File: src/rtl/prio_pkg.sv
// Shared types and limits for the registered priority encoder.
package prio_pkg;

  localparam int MAX_N = 64;

  typedef enum logic {
    IDLE = 1'b0,
    HOLD = 1'b1
  } state_t;

endpackage

File: src/rtl/prio_pick.sv
// Combinational wrap-around highest-first search: checks start, start-1, ...
// modulo N and reports the first set bit of cand.
module prio_pick
  import prio_pkg::*;
#(
  parameter  int N     = 8,
  localparam int IDX_W = $clog2(N)
) (
  input  logic [N-1:0]     cand,
  input  logic [IDX_W-1:0] start,
  output logic [IDX_W-1:0] idx,
  output logic             any
);

  int               p;
  logic [IDX_W-1:0] pos;

  always_comb begin
    idx = '0;
    any = 1'b0;
    p   = 0;
    pos = '0;
    for (int i = 0; i < N; i++) begin
      p = int'(start) - i;
      if (p < 0) p = p + N;
      pos = IDX_W'(p);
      if (!any && cand[pos]) begin
        any = 1'b1;
        idx = pos;
      end
    end
  end

endmodule

File: src/rtl/prio_encoder_seq.sv
// Registered N-input priority encoder with sticky requests and a valid/ready
// index output. Define PRIO_RR_EN for round-robin instead of fixed priority.
module prio_encoder_seq
  import prio_pkg::*;
#(
  parameter  int N     = 8,
  localparam int IDX_W = $clog2(N)
) (
  input  logic             clk,
  input  logic             rst,
  input  logic             en,
  input  logic [N-1:0]     req,
  output logic [IDX_W-1:0] out_idx,
  output logic             out_valid,
  input  logic             out_ready,
  output logic [N-1:0]     pending
);

  if (N < 2 || N > MAX_N) begin : g_bad_n
    $error("prio_encoder_seq: N out of range");
  end

  // Handshake: out_idx is offered while out_valid is high and is transferred
  // on any rising edge where out_valid && out_ready; out_idx/out_valid never
  // change without that transfer, except on reset.
  state_t           state;
  logic             accept;
  logic [N-1:0]     clr_mask;
  logic [N-1:0]     cand;
  logic [IDX_W-1:0] start;
  logic [IDX_W-1:0] win;
  logic             any;

  assign accept   = out_valid && out_ready;
  assign clr_mask = accept ? (N'(1) << out_idx) : '0;
  // A request arriving on the accept cycle of the same index keeps it pending.
  assign cand     = (pending & ~clr_mask) | req;

`ifdef PRIO_RR_EN
  logic [IDX_W-1:0] rr_ptr;
  logic [IDX_W-1:0] base;

  // On an accept the winner for the same edge already searches after the
  // index being accepted, so back-to-back grants rotate without a bubble.
  assign base  = accept ? out_idx : rr_ptr;
  assign start = (base == '0) ? IDX_W'(N - 1) : base - IDX_W'(1);

  always_ff @(posedge clk) begin
    if (rst) begin
      rr_ptr <= '0;
    end else if (accept) begin
      rr_ptr <= out_idx;
    end
  end
`else
  assign start = IDX_W'(N - 1);
`endif

  prio_pick #(.N(N)) u_pick (
    .cand  (cand),
    .start (start),
    .idx   (win),
    .any   (any)
  );

  always_ff @(posedge clk) begin
    if (rst) begin
      state     <= IDLE;
      out_valid <= 1'b0;
      out_idx   <= '0;
      pending   <= '0;
    end else begin
      pending <= cand;
      case (state)
        IDLE: begin
          if (en && any) begin
            out_idx   <= win;
            out_valid <= 1'b1;
            state     <= HOLD;
          end
        end
        HOLD: begin
          if (accept) begin
            if (en && any) begin
              out_idx <= win;
            end else begin
              out_valid <= 1'b0;
              state     <= IDLE;
            end
          end
        end
        default: begin
          state     <= IDLE;
          out_valid <= 1'b0;
        end
      endcase
    end
  end

endmodule

File: config.mk
export PLATFORM = sky130hd
export DESIGN_NAME = prio_encoder_seq
export DESIGN_NICKNAME = d
export VERILOG_FILES = /design/src/rtl/prio_pkg.sv /design/src/rtl/prio_pick.sv /design/src/rtl/prio_encoder_seq.sv
export SDC_FILE = /design/constraint.sdc
export NUM_CORES = 1
export LEC_CHECK = 0
export ABC_CLOCK_PERIOD_IN_PS = 2300
export CAP_MARGIN = 10
export CELL_PAD_IN_SITES_DETAIL_PLACEMENT = 1
export CELL_PAD_IN_SITES_GLOBAL_PLACEMENT = 1
export CORE_ASPECT_RATIO = 1.2
export CORE_MARGIN = 2
export CORE_UTILIZATION = 42
export CTS_CLUSTER_DIAMETER = 120
export CTS_CLUSTER_SIZE = 10
export DETAILED_ROUTE_END_ITERATION = 12
export DONT_BUFFER_PORTS = 1
export GPL_TIMING_DRIVEN = 0
export MAX_ROUTING_LAYER = met4
export PLACE_DENSITY = 0.77
export REMOVE_ABC_BUFFERS = 1
export SYNTH_ARGS = -nofsm -noshare
export SYNTH_HDL_FRONTEND = slang
export SYNTH_SLANG_ARGS = --single-unit
File: constraint.sdc
create_clock -name clk -period 2.3 [get_ports clk]
set_input_delay 0.345 -clock clk [delete_from_list [all_inputs] [get_ports clk]]
set_output_delay 0.345 -clock clk [all_outputs]
set_load 0.01 [all_outputs]
* Yosys cells after proc, flatten, opt, wreduce, memory -nomap -nowiden
Index checks and enable logic that the tools add are counted.
** Word-level totals
- Output and inout bits :: 12
- Bits of input ports :: 12
- Bits in registers :: 13
- Word-level logic and storage cells :: 56
** Cells by class
- Equality and inequality tests :: 3
- Bitwise gates (word level) :: 4
- Shift operators :: 1
- Reductions and logical operators :: 17
- Multiplexer cells :: 27
** Operators with widths (number)
- 3-bit two-way mux :: 10
- 1-bit two-way mux :: 13
- 1-bit logical AND :: 9
- 8-bit AND :: 1
- 8-bit two-way mux :: 1
- 8-bit inverter :: 1
- 8-bit bitwise OR :: 1
- 1-bit by 3-bit left shift with 8-bit output, first input constant :: 1
- 1-bit logical NOT :: 7
- 3-bit one-hot mux with 2 select lines :: 1
- 2-bit inequality test, second input constant :: 2
- 1-bit one-hot mux with 2 select lines :: 2
- 3-bit AND reduction :: 1
- 2-bit by 1-bit inequality test with 1-bit output, second input constant :: 1
- 1-bit inverter :: 1

* Logic depth before layout (Yosys ltp)
- Depth in word-level cells :: 31
- Mapped depth :: 7
- Gate-level depth less buffers :: 6

* Cells and area by module
From an unflattened synthesis, not the netlist that was laid out.
** Second synthesis, totals
- Cell total of the unflattened synthesis :: 184
- Area, all modules :: 1650.3 um^2
** By module, submodules not included
- prio_pick :: times used 1, area an instance 1088.5 um^2, seq. area each 0.0 um^2, cells each 115
- prio_encoder_seq :: times used 1, area an instance 561.8 um^2, seq. area each 260.2 um^2, cells each 69

* Worst setup path before layout
No wires, ideal clock.
- Kind :: register to register
- Start :: register out_idx[0]
- End :: register out_idx[0]
- Data required time :: 2199 ps
- Path buffers :: 0
- Arrival :: 1946 ps
- Setup time :: 101 ps
- Period minus slack after synthesis :: 2047 ps
- Slack :: 253 ps
- Stages on the path, launching flop included :: 7
- Path through :: dfxtp_1 -> mux2_4 -> o32a_1 -> and4bb_1 -> a31oi_2 -> or3b_1 -> o41ai_1
** On the way
- Word-level cells in the longest chain between the ends :: 31
- Elaborated cells between the ends (all ways) :: 39
- Those cells by class :: shift: 1; mux: 20; bitwise: 3; reduce/logical: 15
** Ends and longest elaborated chain
- start, declared :: RTL line prio_encoder_seq.sv:13 : output logic [IDX_W-1:0] out_idx,
- start signal, assigned :: RTL line prio_encoder_seq.sv:77 : out_idx <= win;
- start signal, assigned :: RTL line prio_encoder_seq.sv:85 : out_idx <= win;
- 1-bit by 3-bit left shift with 8-bit output :: RTL line prio_encoder_seq.sv:35 : assign clr_mask = accept ? (N'(1) << out_idx) : '0;
- 8-bit two-way mux :: RTL line prio_encoder_seq.sv:35
- 8-bit inverter :: RTL line prio_encoder_seq.sv:37 : assign cand = (pending & ~clr_mask) | req;
- 8-bit AND :: RTL line prio_encoder_seq.sv:37
- 8-bit bitwise OR :: RTL line prio_encoder_seq.sv:37
- 1-bit two-way mux :: RTL line prio_pick.sv:27 : if (!any && cand[pos]) begin
- 1-bit logical NOT :: RTL line prio_pick.sv:27
- 1-bit logical AND :: RTL line prio_pick.sv:27
- [15 not listed]
- 1-bit two-way mux :: RTL line prio_pick.sv:27
- 1-bit logical NOT :: RTL line prio_pick.sv:27
- 1-bit logical AND :: RTL line prio_pick.sv:27
- 1-bit two-way mux :: RTL line prio_pick.sv:27
- 1-bit logical AND :: RTL line prio_encoder_seq.sv:76, prio_encoder_seq.sv:84
- 3-bit two-way mux * :: RTL line prio_encoder_seq.sv:76, prio_encoder_seq.sv:84
- 3-bit two-way mux :: RTL line prio_encoder_seq.sv:83 : if (accept) begin
- 3-bit one-hot mux with 2 select lines * :: RTL line prio_encoder_seq.sv:74 : case (state)
Every way passes the cells marked *; elsewhere a longest branch is shown, timed or not. The select of a mux whose other input is x is not followed.
A chain may end at the register's enable or synchronous reset.

* Worst setup path in the final report
Same ends and word-level chain as after synthesis.

==> impl_metrics.json <==
{
  "drt_first_iter_violations": 7,
  "core_area_mm2": 0.00162,
  "cp-end-kind": "flip-flop",
  "post-synth-top-area-cell": "dfxtp_1",
  "cts.sinks": 13,
  "max_freq_mhz": 462,
  "numCtsBuffers": 3,
  "gp_congestion": 0.771,
  "yosysWarnings": 0,
  "pwr_density_cell_mw_per_mm2": 635,
  "drtAntennaViolNets": 0,
  "final_layout_size_suffix_gt1_share_pct": 10.0,
  "via_per_inst": 6.31,
  "synth_area_per_cell_um2": 8.10,
  "met3WireLength_um": 109,
  "cap_violations": 0,
  "ys_seq_area_share_pct": 36.5,
  "tightestPinTransition_ps": 482,
  "root_buffer": "clkbuf_4",
  "cp_max_fo": 16,
  "period_needed_ps": 2160,
  "leakagePower_nw": 0.287,
  "required_ps": 2480,
  "route.detailed.drc": 0,
  "wl_met2_um": 843,
  "synthToLayoutAreaGrowth_pct": 7.02,
  "finalHoldViolations": 0,
  "rows": 16,
  "report.final.slew_viol_count": 0,
  "grt_max_degree": 17,
  "cts_tree": "built",
  "synth-edff-count": 0,
  "hp-class": "in -> reg",
  "synth_top_cell_area_share_pct": 36.5,
  "clk_pin_slew_ps": 80,
  "stdcell_area_um2": 763,
  "m1WireLength_um": 795,
  "synth.most_common_cell": "nor2_1",
  "ys_seq_elements": 13,
  "crit_path_start_kind": "flip-flop",
  "layout.cells.non_filler": 108,
  "timing.final.crit_share_pct": 94.1,
  "path_delay_family": "simple AND/OR/NAND/NOR gates",
  "ctsHoldBuffers": 0,
  "cp_num_buf_inv": 0,
  "status": "complete, no violations",
  "fillerInstances": 200,
  "relSlewSlack_pct": 67.5,
  "clock_latency_ps": 280,
  "first_pass_iters": 3,
  "synth_commonest_cells": "nor2_1, dfxtp_1, a21oi_1, nand2_1, nand3_1",
  "dp.cells": 104,
  "ir_drop_mv": 0.259,
  "via_count": 682,
  "num_antenna_cells": 0,
  "drt_wl_total_um": 1770,
  "holdWs_ps": 127,
  "netlist_instances": 88,
  "htreeDepth": 1,
  "yosysUniqueCellTypes": 32,
  "critPathKind": "reg -> reg",
  "dpl_cell_area_um2": 728,
  "die_w_um": 41.6,
  "grt_pass1_wl_um": 3020,
  "skew_ps": 4.04,
  "grt_pass1_vias": 656,
  "highest_layer": "met4",
  "synth_area_leaders": "dfxtp_1, nor2_1, a21oi_1, nand2_1, and4bb_1",
  "crit_slowest_cell": "dfxtp_4",
  "nets": 103,
  "wire_per_inst_um": 16.4,
  "setup_viol": 0,
  "synthFlopType": "dfxtp_1",
  "dp_hpwl_um": 1350,
  "antenna_found_initial": 0,
  "synthesis.area_um2": 713,
  "dieArea_mm2": 0.00204,
  "die_y_um": 49.1,
  "path_cells": "mux2_4 > o32a_1 > and4bb_1 > a31oi_2 > or3b_1 > o41ai_1",
  "critPathMaxStageDelay_ps": 470,
  "grt_use_total_pct": 19.7,
  "start_util_pct": 44.0,
  "clock_path_buffers": 2,
  "io_buffer_count": 0,
  "ys_async_sr_fraction_pct": 0,
  "grt_overflow": 0,
  "rsz0062_at_grt": "no",
  "cp.arrival_ps": 2340,
  "ioPinCount": 24
}
## layout by cell type (no fill, tap or decap), drive strengths merged, types with 2 or more instances in the layout
cell type and count:
nand2 7, mux2i 2, a21oi 10, o21ai 5
a31oi 2, nand2b 2, and4bb 2, nand3 4
a211oi 3, clkbuf 4, inv 3, nor2b 2
nor2 14, dfxtp 13, o41ai 3
## what timing repair did
action	in CTS	in global routing
resized for setup	1	2
setup buffers	0	0
endpoints found under the setup margin	1	1
## through the flow
| step | TNS (ps) | power (mW) | utilization [%] | setup WS, ps |
|---|---|---|---|---|
| after floorplan | 0 | 0.328 | - | 126 |
| after global placement | -80.1 | 0.342 | 44.9 | -80.1 |
| after detailed placement | -123 | 0.346 | 44.9 | -123 |
| after CTS | 0 | 0.488 | 46.6 | 32.6 |
| after global routing | 0 | 0.522 | 47.1 | 24.0 |
| final | 0 | 0.485 | 47.1 | 136 |
## layer usage
layer | GRT usage (%) | vias up
li1 | - | 331
met1 | 24.1 | 327
met2 | 30.5 | 22
met3 | 6.30 | 2
met4 | 6.45 | 0
met5 | - | -
## where the power goes
group	switching (mW)	internal (mW)	total, mW	leakage, nW
Combinational	0.0278	0.0330	0.0608	0.163
Sequential	0.0370	0.243	0.280	0.109
Clock	0.0765	0.0672	0.144	0.0150
Total	0.141	0.343	0.485	0.287
## worst paths after layout
path	startpoint	end	slack [ps]	cells after the start
min reg2reg	state	out_valid	490	1
max	out_idx[0]	out_idx[0]	140	6
max reg2reg	out_idx[0]	out_idx[0]	140	6
min	rst	pending[6]	130	1
## worst register-to-register path: stages, from the launching register on
cell and delay (ps):
dfxtp_4 470, mux2_4 320, o32a_1 340, and4bb_1 340, a31oi_2 150, or3b_1 390
o41ai_1 60
## state kept, by name, summed over array words and instances (netlist names)
signal     flops
out_idx        3
out_valid      1
pending        8
state          1
## cell type report
type | count | area [µm²] | share of cell area (%)
well taps | 18 | 22.5 | 2.95
flip-flops and latches | 13 | 264 | 34.6
clock buffers | 4 | 26.3 | 3.44
multi-input cells | 70 | 439 | 57.5
inverters | 3 | 11.3 | 1.48
## cells by family after synthesis
logic type | synth area share, %
simple gates | 31.2
compound gates | 24.7
flops | 36.5
buf+inv | 2.63
mux | 4.91
Power figures use the tool's default switching activity.
